$ cat config.mk
export PLATFORM = sky130hd
export DESIGN_NAME = alu_issue_stage
export DESIGN_NICKNAME = d
export VERILOG_FILES = /design/src/rtl/alu_issue_stage.sv
export SDC_FILE = /design/constraint.sdc
export NUM_CORES = 1
export LEC_CHECK = 0
export CORE_AREA = 2 2 124 126
export CTS_CLUSTER_DIAMETER = 80
export DETAILED_ROUTE_END_ITERATION = 10
export DIE_AREA = 0 0 126 128
export GPL_TIMING_DRIVEN = 0
export PLACE_DENSITY = 0.73
export SETUP_SLACK_MARGIN = 0.5
export SKIP_LAST_GASP = 1
export SLEW_MARGIN = 30
export SYNTH_ARGS = -nofsm -noshare
export SYNTH_HDL_FRONTEND = slang
export SYNTH_SLANG_ARGS = --single-unit
$ cat constraint.sdc
create_clock -name clk -period 3.6 [get_ports clk]
set_clock_uncertainty 0.05 [all_clocks]
set_input_delay 0.36 -clock clk [delete_from_list [all_inputs] [get_ports clk]]
set_output_delay 0.36 -clock clk [all_outputs]
set_load 0.03 [all_outputs]
$ cat src/rtl/alu_issue_stage.sv
// ID/EX issue stage: decodes RV32I ALU/branch/memory ops for the ALU.
// Optional skid entry with registered in_ready: define ALU_ISSUE_SKID_EN.
package alu_issue_pkg;
  localparam logic [3:0] SEL_ADD  = 4'b0000;
  localparam logic [3:0] SEL_SUB  = 4'b0001;
  localparam logic [3:0] SEL_XOR  = 4'b0010;
  localparam logic [3:0] SEL_OR   = 4'b0011;
  localparam logic [3:0] SEL_AND  = 4'b0100;
  localparam logic [3:0] SEL_SLL  = 4'b0101;
  localparam logic [3:0] SEL_SRL  = 4'b0110;
  localparam logic [3:0] SEL_SRA  = 4'b0111;
  localparam logic [3:0] SEL_SLT  = 4'b1000;
  localparam logic [3:0] SEL_SLTU = 4'b1001;

  localparam logic [6:0] OP_R    = 7'b0110011;
  localparam logic [6:0] OP_I    = 7'b0010011;
  localparam logic [6:0] OP_BR   = 7'b1100011;
  localparam logic [6:0] OP_LD   = 7'b0000011;
  localparam logic [6:0] OP_ST   = 7'b0100011;
  localparam logic [6:0] OP_LUI  = 7'b0110111;
  localparam logic [6:0] OP_AUI  = 7'b0010111;

  typedef struct packed {
    logic [3:0]  sel;
    logic [31:0] a;
    logic [31:0] b;
    logic [4:0]  rd;
    logic        wen;
    logic        is_branch;
    logic [2:0]  br_funct3;
    logic        mem_rd;
    logic        mem_wr;
    logic [31:0] store_data;
    logic        illegal;
  } id_ex_t;
endpackage

module alu_issue_stage
  import alu_issue_pkg::*;
#(
  parameter int XLEN = 32
) (
  input  logic            clk,
  input  logic            rst_n,
  input  logic            flush,
  input  logic            in_valid,
  output logic            in_ready,
  input  logic [31:0]     in_instr,
  input  logic [XLEN-1:0] in_pc,
  input  logic [XLEN-1:0] in_rs1,
  input  logic [XLEN-1:0] in_rs2,
  output logic            ex_valid,
  input  logic            ex_ready,
  output logic [3:0]      ex_sel,
  output logic [XLEN-1:0] ex_a,
  output logic [XLEN-1:0] ex_b,
  output logic [4:0]      ex_rd,
  output logic            ex_wen,
  output logic            ex_is_branch,
  output logic [2:0]      ex_br_funct3,
  output logic            ex_mem_rd,
  output logic            ex_mem_wr,
  output logic [XLEN-1:0] ex_store_data,
  output logic            ex_illegal
);

  id_ex_t     dec;
  id_ex_t     ex;
  logic [6:0] op;
  logic [2:0] f3;
  logic [6:0] f7;
  logic [31:0] i_imm;
  logic [31:0] s_imm;
  logic [31:0] u_imm;
  logic [31:0] shamt;
  logic       ill;
  logic       accept;

  assign op    = in_instr[6:0];
  assign f3    = in_instr[14:12];
  assign f7    = in_instr[31:25];
  assign i_imm = {{20{in_instr[31]}}, in_instr[31:20]};
  assign s_imm = {{20{in_instr[31]}}, in_instr[31:25], in_instr[11:7]};
  assign u_imm = {in_instr[31:12], 12'b0};
  assign shamt = {27'b0, in_instr[24:20]};

  always_comb begin
    dec    = '0;
    ill    = 1'b0;
    dec.rd = in_instr[11:7];
    unique case (1'b1)
      (op == OP_R): begin
        dec.a   = in_rs1;
        dec.b   = in_rs2;
        dec.wen = 1'b1;
        unique case (f3)
          3'b000:  dec.sel = f7[5] ? SEL_SUB : SEL_ADD;
          3'b001:  dec.sel = SEL_SLL;
          3'b010:  dec.sel = SEL_SLT;
          3'b011:  dec.sel = SEL_SLTU;
          3'b100:  dec.sel = SEL_XOR;
          3'b101:  dec.sel = f7[5] ? SEL_SRA : SEL_SRL;
          3'b110:  dec.sel = SEL_OR;
          default: dec.sel = SEL_AND;
        endcase
        ill = !((f7 == 7'h00) ||
                ((f7 == 7'h20) && ((f3 == 3'b000) || (f3 == 3'b101))));
      end
      (op == OP_I): begin
        dec.a   = in_rs1;
        dec.b   = i_imm;
        dec.wen = 1'b1;
        unique case (f3)
          3'b000:  dec.sel = SEL_ADD;
          3'b001:  dec.sel = SEL_SLL;
          3'b010:  dec.sel = SEL_SLT;
          3'b011:  dec.sel = SEL_SLTU;
          3'b100:  dec.sel = SEL_XOR;
          3'b101:  dec.sel = in_instr[30] ? SEL_SRA : SEL_SRL;
          3'b110:  dec.sel = SEL_OR;
          default: dec.sel = SEL_AND;
        endcase
        if ((f3 == 3'b001) || (f3 == 3'b101)) begin
          dec.b = shamt;
          ill   = !((f7 == 7'h00) || (f7 == 7'h20));
        end
      end
      (op == OP_BR): begin
        dec.a         = in_rs1;
        dec.b         = in_rs2;
        dec.is_branch = 1'b1;
        dec.br_funct3 = f3;
        unique case (f3[2:1])
          2'b00:   dec.sel = SEL_SUB;
          2'b10:   dec.sel = SEL_SLT;
          2'b11:   dec.sel = SEL_SLTU;
          default: ill = 1'b1;
        endcase
      end
      (op == OP_LD): begin
        dec.a      = in_rs1;
        dec.b      = i_imm;
        dec.mem_rd = 1'b1;
        dec.wen    = 1'b1;
      end
      (op == OP_ST): begin
        dec.a          = in_rs1;
        dec.b          = s_imm;
        dec.mem_wr     = 1'b1;
        dec.store_data = in_rs2;
      end
      (op == OP_LUI): begin
        dec.b   = u_imm;
        dec.wen = 1'b1;
      end
      (op == OP_AUI): begin
        dec.a   = in_pc;
        dec.b   = u_imm;
        dec.wen = 1'b1;
      end
      default: ill = 1'b1;
    endcase
    // illegal entries still issue, with a neutral payload
    if (ill) begin
      dec         = '0;
      dec.rd      = in_instr[11:7];
      dec.illegal = 1'b1;
    end
    if (dec.rd == 5'd0) dec.wen = 1'b0;
  end

  assign accept = in_valid & in_ready;

`ifdef ALU_ISSUE_SKID_EN
  id_ex_t skid;
  logic   skid_full;

  assign in_ready = !skid_full;

  always_ff @(posedge clk or negedge rst_n) begin
    if (!rst_n) begin
      ex        <= '0;
      ex_valid  <= 1'b0;
      skid      <= '0;
      skid_full <= 1'b0;
    end else if (flush) begin
      ex_valid  <= 1'b0;
      skid_full <= 1'b0;
    end else if (!ex_valid || ex_ready) begin
      if (skid_full) begin
        ex        <= skid;
        ex_valid  <= 1'b1;
        skid_full <= 1'b0;
      end else if (accept) begin
        ex       <= dec;
        ex_valid <= 1'b1;
      end else begin
        ex_valid <= 1'b0;
      end
    end else if (accept) begin
      skid      <= dec;
      skid_full <= 1'b1;
    end
  end
`else
  assign in_ready = !ex_valid | ex_ready;

  always_ff @(posedge clk or negedge rst_n) begin
    if (!rst_n) begin
      ex       <= '0;
      ex_valid <= 1'b0;
    end else if (flush) begin
      ex_valid <= 1'b0;
    end else if (accept) begin
      ex       <= dec;
      ex_valid <= 1'b1;
    end else if (ex_ready) begin
      ex_valid <= 1'b0;
    end
  end
`endif

  assign ex_sel        = ex.sel;
  assign ex_a          = ex.a;
  assign ex_b          = ex.b;
  assign ex_rd         = ex.rd;
  assign ex_wen        = ex.wen;
  assign ex_is_branch  = ex.is_branch;
  assign ex_br_funct3  = ex.br_funct3;
  assign ex_mem_rd     = ex.mem_rd;
  assign ex_mem_wr     = ex.mem_wr;
  assign ex_store_data = ex.store_data;
  assign ex_illegal    = ex.illegal;

endmodule

==> qor.yml, run 1 <==
io_buffers: 247
dp_cells: 917
fin_util_pct: 56.8
die_height_um: 128
avgSynthCellArea_um2: 10.5
antenna_left: 0
wl_met3_mm: 1.07
ys_ff_latch: 114
drtIter0Drc: 332
crit_type: "in -> reg"
final_common_cell: "clkdlybuf4s50_1"
design_area_mm2: 0.00845
cts_htree_levels: 4
die_area_mm2: 0.0161
final_cell_mix: "clkdlybuf4s50_1 (246), dfrtp_1 (114), nand2_1 (83), o21ai_0 (74), a22oi_1 (44)"
p_total_mw: 3.42
cts_resized: 0
worst_slew_pin_slew_ns: 0.994
regArea_mm2: 0.00285
setup_viol: 0
slowest_delay_ns: 0.80
period_share_pct: 75.4
multi_input_area_mm2: 0.00202
status: "complete, no violations"
grt_max_degree: 68
rows: 45
critPathRequiredTime_ns: 3.87
cts_inserted_buffers: 17
synth_top_area_share_pct: 56.3
wirelength_mm: 18.7
drive_gt1_share_pct: 8.27
p_leak_nw: 3.42
fill_cells: 1311
syn_to_final_growth_pct: 66.6
cts-root-buf: "clkbuf_16"
antenna_found_initial: 0
finalCriticalPeriod_ns: 2.71
nNetsFinal: 885
rsz0062_at_grt: "false"
path_cells: "clkdlybuf4s50_1 > nand4bb_1 > a21oi_1 > o21bai_1 > a311o_1 > buf_2 > clkbuf_2 > o21ai_0"
peakVddDrop_mv: 0.240
clk_pin_slew_ns: 0.06
placed_cell_area_mm2: 0.00782
syn_nets: 617
vias: 5098
grt_pass1_wl_mm: 28.8
die_w_um: 126
drc: 0
hold_path_class: "in -> async"
post-cts-setup-buffers: 0
synth_flop_cell: "dfrtp_1"
synth_top_area_cell: "dfrtp_1"
async_flop_share_pct: 100
netlist_top_cells_area: "dfrtp_1 (56%), o21ai_0 (7.3%), a22oi_1 (6.5%), nand2_1 (6.1%), a22o_1 (5.5%)"
ys_warn_count: 0
final_max_slew_viol_count: 0
gp_congestion: 0.904
hold_viol: 0
wl_met2_mm: 9.11
dp_hpwl_mm: 14.3
ys_seq_area_share_pct: 56.3
cts_tree: "yes"
firstDrtPassIters: 5
final_cells: 951
max_cap_violations: 0
yosys.cell_types.count: 43
slowest_stage: "a21oi_1"
cp-end-kind: "register"
clk_latency_ns: 0.41
synth_area_mm2: 0.00507
top_layer: "met4"
drt-met1-wl_mm: 7.96
syn_inst: 481
slew_headroom_pct: 33.7
clock-sinks: 114
start_util_pct: 34.1
synth_edf_count: 0
overflow: 0
grt_usage_pct: 23.2
powerDensity_mw_per_mm2: 405
clock_path_buffers: 2
critPathLaunchType: "input pin"
grt_pass1_vias: 5235
pin_count: 248
core_mm2: 0.0149
cp_data_arrival_time_ns: 2.98
viasPerCell: 5.36
path_max_fanout: 10
fmax_mhz: 369
wl_per_cell_um: 19.7
-- per-stage QoR --
step | hold slack (ns) | worst slack [ns] | TNS [ns]
after floorplan | 0.0144 | 1.43 | 0
after global placement | 0.414 | -2.09 | -237.35
after detailed placement | 0.238 | 0.478 | 0
after CTS | 0.383 | 0.912 | 0
after global routing | 0.406 | 0.733 | 0
final | 0.391 | 0.887 | 0
-- registers in the layout (all words and copies together), names as in the netlist --
register / count
ex_a: 32
ex_b: 32
ex_br_funct3: 3
ex_illegal: 1
ex_is_branch: 1
ex_mem_rd: 1
ex_mem_wr: 1
ex_rd: 5
ex_sel: 4
ex_store_data: 32
ex_valid: 1
ex_wen: 1
-- cells in the mapped netlist, types with 3 or more instances --
cell        n
mux2_2      5
buf_2       7
a22oi_1    44
clkbuf_1   27
a21oi_1     6
dfrtp_1   114
ha_1        3
inv_1       5
nor2b_1     3
nand2_1    83
a221oi_1   19
a22o_1     32
clkbuf_2    5
o31ai_2     6
nand2b_1    5
o21ai_0    74
nor2_1      4
mux2i_1     5
o41ai_1     3
-- routing by layer --
metal	track usage [%]	vias up
met2	38.1	217
met4	10.9	0
met1	29.9	2506
met3	4.26	42
li1	-	2333
met5	0	-
-- timing repair --
action,in CTS,in global routing
hold buffers,1,0
hold endpoints to repair,47,0
endpoints found under the setup margin,0,0
-- cell families after synthesis --
logic type	after synthesis	synth area share, %
simple gates	111	9.89
fa+ha+maj	3	0.740
flops	114	56.3
xor+xnor	1	0.173
buf+inv	47	3.92
compound gates	195	26.9
mux	10	2.10
-- report_power, final --
group / total [mW] / switching, mW / internal (mW) / leakage (nW)
sequential: 1.30 / 0.00732 / 1.30 / 1.58
clock: 1.74 / 0.626 / 1.11 / 0.294
combinational: 0.374 / 0.182 / 0.191 / 1.55
total: 3.42 / 0.816 / 2.60 / 3.42
-- critical path, delay by kind of cell --
family                 cells  cell delay, ns
AOI/OAI and AO/OA          4            1.49
and+or+nand+nor            1            0.25
buffers and inverters      3            0.88
-- worst paths after layout --
check | slack [ns] | to | depth (start not counted) | startpoint
hold reg to reg | 0.43 | ex_mem_wr$_DFFE_PN0P_ | 1 | ex_mem_wr$_DFFE_PN0P_
hold / removal | 0.39 | ex_valid$_DFFE_PN0P_ | 2 | rst_n
min in group clk | 0.43 | ex_mem_wr$_DFFE_PN0P_ | 1 | ex_mem_wr$_DFFE_PN0P_
setup / recovery | 0.89 | ex_b[27]$_DFFE_PN0P_ | 8 | in_instr[3]
setup reg to reg | 1.26 | ex_b[27]$_DFFE_PN0P_ | 7 | ex_valid$_DFFE_PN0P_
max in group asynchronous | 2.44 | ex_sel[3]$_DFFE_PN0P_ | 3 | rst_n
-- cell type report --
type / count / share of cell area (%)
Antenna cell: 1 / 0.0296
Buffer: 42 / 2.13
Clock buffer: 18 / 5.20
Clock inverter: 14 / 2.12
Inverter: 5 / 0.222
Multi-Input combinational cell: 320 / 24.0
Sequential cell: 114 / 33.8
Tap cell: 188 / 2.78
Timing Repair Buffer: 249 / 29.8
No activity file was read; power rests on OpenSTA's default activity.
==> run 2, diff against run 1 <==
- PLACE_DENSITY: 0.73 -> 0.76
- clock period: 3.6 -> 2.4 ns (I/O delays scaled with it)
==> run 2 against run 1 <==
Net effect:
- via count rose by 2.5%
- critical path depth rose by 1
- clock power rose by 38%
- worst setup slack got worse by 0.41 ns
- critical path type unchanged
==> qor.yml, run 2 (synthesized netlist as in run 1, its figures left out) <==
drtIter0Drc: 316
die_w_um: 126
p_comb_share_pct: 11.9
die_height_um: 128
clock-sinks: 114
ff2ff_path_depth: 7
powerDensity_mw_per_mm2: 567
power.switching_mw: 1.14
status: "complete, no violations"
drive_gt1_share_pct: 14.6
path_cells: "clkdlybuf4s50_1 > nand4b_1 > buf_4 > nor2_4 > o21bai_1 > a311o_1 > buf_6 > buf_12 > o31ai_4"
grt_pass1_wl_mm: 29.2
crit_family: "buffers and inverters"
placed_cell_area_mm2: 0.00783
grt_pass1_vias: 5286
hold_path_class: "in -> reg"
multi_input_area_mm2: 0.00222
cp.depth: 9
reg2reg_slack_ns: 0.48
setup_viol: 0
grt_max_degree: 62
critPathLaunchType: "input pin"
reg2reg_to: "ex_b[0]$_DFFE_PN0P_"
rows: 45
regArea_mm2: 0.00285
clk_latency_ns: 0.41
finalCriticalPeriod_ns: 1.92
overflow: 0
design_area_mm2: 0.00872
nNetsFinal: 893
critPathRequiredTime_ns: 2.67
wl_per_cell_um: 20.2
syn_to_final_growth_pct: 72.0
viasPerCell: 5.45
antenna_found_initial: 1
cts_tree: "yes"
wl_met3_mm: 1.40
wirelength_mm: 19.3
slew_headroom_pct: 57.0
pin_count: 248
p_int_mw: 3.81
startpoint: "in_instr[0]"
final_max_slew_viol_count: 0
dp_hpwl_mm: 14.2
cts_htree_levels: 4
whs_ns: 0.192
p_clk_share_pct: 48.5
cp_data_arrival_time_ns: 2.19
p_total_mw: 4.95
firstDrtPassIters: 5
grt_usage_pct: 23.5
gp_congestion: 0.906
slowest_stage: "clkdlybuf4s50_1"
peakVddDrop_mv: 0.387
wl_met2_mm: 9.56
start_util_pct: 34.1
fill_cells: 1229
drc: 0
crit_end: "ex_b[0]$_DFFE_PN0P_"
cts_inserted_buffers: 17
path_max_fanout: 10
clk_pin_slew_ns: 0.05
clock_path_buffers: 2
hold_viol: 0
final_cell_mix: "clkdlybuf4s50_1 (237), dfrtp_1 (113), nand2_1 (82), a22oi_1 (44), a22o_1 (32)"
cts-root-buf: "clkbuf_16"
die_area_mm2: 0.0161
top_layer: "met4"
r2r_start: "ex_valid$_DFFE_PN0P_"
cp_num_buf_inv: 4
slowest_delay_ns: 0.57
seqPwrFrac_pct: 39.6
core_mm2: 0.0149
cp-end-kind: "register"
max_cap_violations: 0
crit_type: "in -> reg"
tns_ns: 0
vias: 5225
final_common_cell: "clkdlybuf4s50_1"
antenna_left: 0
period_share_pct: 80.1
drt-met1-wl_mm: 7.89
fin_util_pct: 58.7
fmax_mhz: 520
io_buffers: 247
worst_slew_pin_slew_ns: 0.646
p_sw_share_pct: 23.0
rsz0062_at_grt: "true"
p_leak_nw: 3.59
==> run 2: worst min-delay path by stage <==
stage                               startpoint                             to  cells past startpoint
after global placement    ex_b[23]$_DFFE_PN0P_           ex_b[23]$_DFFE_PN0P_                      2
after global routing              in_instr[29]            ex_b[9]$_DFFE_PN0P_                      3
after floorplan                          rst_n            ex_a[0]$_DFFE_PN0P_                      0
final                             in_instr[29]            ex_b[9]$_DFFE_PN0P_                      3
after detailed placement                 rst_n  ex_store_data[18]$_DFFE_PN0P_                      1
after CTS                                rst_n  ex_store_data[18]$_DFFE_PN0P_                      2
==> run 2: through the flow <==
| stage | std cells | setup slack [ns] |
|---|---|---|
| floorplan | 481 | 0.484 |
| global placement | 916 | -3.59 |
| detailed placement | 917 | -0.588 |
| CTS | 955 | 0.501 |
| global route | 958 | 0.418 |
| finish | 958 | 0.477 |
==> run 2: per-layer routing <==
layer	up-vias	track usage (%)
met5	-	0
met4	0	9.18
met3	38	6.80
met2	242	38.1
met1	2596	29.9
li1	2349	-
==> run 2: power groups by stage <==
stage	registers, mW	clock network, mW	logic (mW)
detailed placement	1.99	0	0.558
global route	1.96	2.54	0.627
CTS	1.96	2.44	0.575
global placement	1.99	0	0.538
floorplan	2.03	0	0.123
finish	1.96	2.40	0.589
==> run 2: timing repair <==
action,CTS,global route
cloned,0,1
gates resized for setup,54,96
setup endpoints to repair,112,89
setup buffers,6,1
hold buffers,1,0
endpoints found under the hold margin,53,0
pin swaps,3,4
==> run 2: final cells by class <==
| class | count | area share (%) |
|---|---|---|
| clock buffers | 25 | 5.45 |
| clock inverters | 6 | 0.918 |
| plain buffers | 42 | 3.07 |
| repair buffers | 257 | 29.5 |
| diodes | 1 | 0.0287 |
| inverters | 5 | 0.215 |
| flip-flops and latches | 114 | 32.7 |
| multi-input cells | 320 | 25.4 |
| well taps | 188 | 2.70 |
==> run 2: tightest hold or removal path: stages <==
cell      delay [ns]
clkbuf_2        0.16
a22oi_1         0.09
o21ai_1         0.12
==> run 3, diff against run 2 <==
- clock period: 2.4 -> 1.6 ns (I/O delays scaled with it)
==> run 3 against run 2 <==
Net effect:
- the run now ends with negative setup slack left
- critical path depth shrank 2
- non-clock buffer count grew 86
- die area is the same
- first-iteration DRC count grew 16%
- utilization grew 8.5 points
- register-to-register slack lost 0.72 ns
- via count grew 9.3%
- clock-buffer cell count shrank 3
- largest cell class is now non-clock buffers
==> qor.yml, run 3 (synthesized netlist as in run 1, its figures left out) <==
status: "finished with violations"
violations: "negative setup slack"
path_max_fanout: 10
antenna_left: 0
regArea_mm2: 0.00285
drive_gt1_share_pct: 40.4
die_w_um: 126
clk_pin_slew_ns: 0.05
viasPerCell: 5.47
grt_usage_pct: 24.3
multi_input_area_mm2: 0.00240
syn_to_final_growth_pct: 96.9
p_leak_nw: 4.58
core_mm2: 0.0149
setup_ws_ns: -0.329
slowest_stage: "clkdlybuf4s50_1"
dp_hpwl_mm: 14.1
overflow: 0
crit_family: "buffers and inverters"
fmax_mhz: 518
grt_pass1_wl_mm: 30.4
p_total_mw: 7.77
nNetsFinal: 979
max_cap_violations: 0
io_buffers: 247
final_cell_mix: "buf_6 (129), clkdlybuf4s50_1 (123), dfrtp_1 (113), nand2_1 (82), buf_4 (80)"
fin_util_pct: 67.2
fill_cells: 1099
finalCriticalPeriod_ns: 1.93
grt_pass1_vias: 5643
diodes: 0
clock_path_buffers: 2
slowest_delay_ns: 0.57
pin_count: 248
die_area_mm2: 0.0161
path_cells: "clkdlybuf4s50_1 > clkbuf_2 > o21ai_0 > and3_1 > clkbuf_2 > a221oi_1 > o21ai_2"
wirelength_mm: 21.1
cp_num_buf_inv: 3
tns_ns: -20.59
placed_cell_area_mm2: 0.00784
final_common_cell: "buf_6"
gp_congestion: 0.882
rsz0062_at_grt: "true"
worst_slew_pin_slew_ns: 0.635
cts_inserted_buffers: 17
clk_latency_ns: 0.41
hold_viol: 0
clock-sinks: 114
grt_max_degree: 84
drc: 0
firstDrtPassIters: 5
dp_cells: 917
crit_type: "in -> reg"
final_max_slew_viol_count: 0
period_share_pct: 121
path_common_cell: "clkbuf_2"
critPathLaunchType: "input pin"
critPathRequiredTime_ns: 1.84
cts_htree_levels: 4
hold_path_class: "in -> async"
antenna_found_initial: 0
wl_per_cell_um: 20.2
drtIter0Drc: 366
cts_tree: "yes"
setup_viol: 108
cp_data_arrival_time_ns: 2.17
powerDensity_mw_per_mm2: 778
cp-end-kind: "register"
design_area_mm2: 0.00999
cts-root-buf: "clkbuf_16"
peakVddDrop_mv: 0.654
rows: 45
vias: 5711
final_cells: 1044
slew_headroom_pct: 57.6
die_height_um: 128
start_util_pct: 34.1
run 3: path summary, 6_finish.rpt:
path / slack, ns / endpoint / cells past startpoint / start
hold / removal: 0.16 / ex_a[21]$_DFFE_PN0P_ / 2 / rst_n
min in group clk: 0.22 / ex_b[31]$_DFFE_PN0P_ / 3 / in_instr[31]
setup / recovery: -0.33 / ex_b[25]$_DFFE_PN0P_ / 7 / in_instr[5]
max in group asynchronous: 0.62 / ex_b[27]$_DFFE_PN0P_ / 3 / rst_n
setup reg to reg: -0.24 / ex_b[3]$_DFFE_PN0P_ / 7 / ex_valid$_DFFE_PN0P_
hold reg to reg: 0.45 / ex_a[15]$_DFFE_PN0P_ / 2 / ex_a[15]$_DFFE_PN0P_
run 3: timing repair:
action | in CTS | in global routing
gates cloned | 4 | 4
hold endpoints to repair | 114 | 0
pin swaps | 22 | 4
buffers inserted | 49 | 37
endpoints found under the setup margin | 228 | 228
hold buffers | 1 | 0
resized for setup | 977 | 56
run 3: metal layers:
layer | global-route usage (%) | part of all wire [%] | routed length (um)
met1 | 30.3 | 40 | 8390
met2 | 41.7 | 51 | 10900
met3 | 5.38 | 6.8 | 1430
met4 | 8.34 | 2.0 | 430
met5 | 0 | 0 | 0
run 3: metrics by stage:
stage / hold WS (ns) / setup WS (ns)
6_report: 0.156 / -0.329
5_1_grt: 0.179 / -0.362
4_1_cts: 0.140 / -0.226
3_5_place_dp: -0.0180 / -1.26
3_3_place_gp: 0.414 / -4.36
2_1_floorplan: -0.186 / -0.315
run 3: worst reg2reg max path: cells and delay by family, from the launching register on:
family | cells | cell delay (ns)
flip-flops | 1 | 0.42
buffers and inverters | 2 | 0.34
AND/OR/NAND/NOR | 2 | 0.22
AO/OA/AOI/OAI | 3 | 0.73
run 3: cell type report:
class	count	area share, %
Buffer	42	4.03
Clock buffer	22	4.65
Clock inverter	10	1.33
Inverter	5	0.188
Multi-Input combinational cell	320	24.0
Sequential cell	114	28.6
Tap cell	188	2.36
Timing Repair Buffer	343	34.9
run 3: power by group:
part	switching, mW	internal, mW
Combinational	0.469	0.521
Clock	1.32	2.52
Sequential	0.0262	2.92
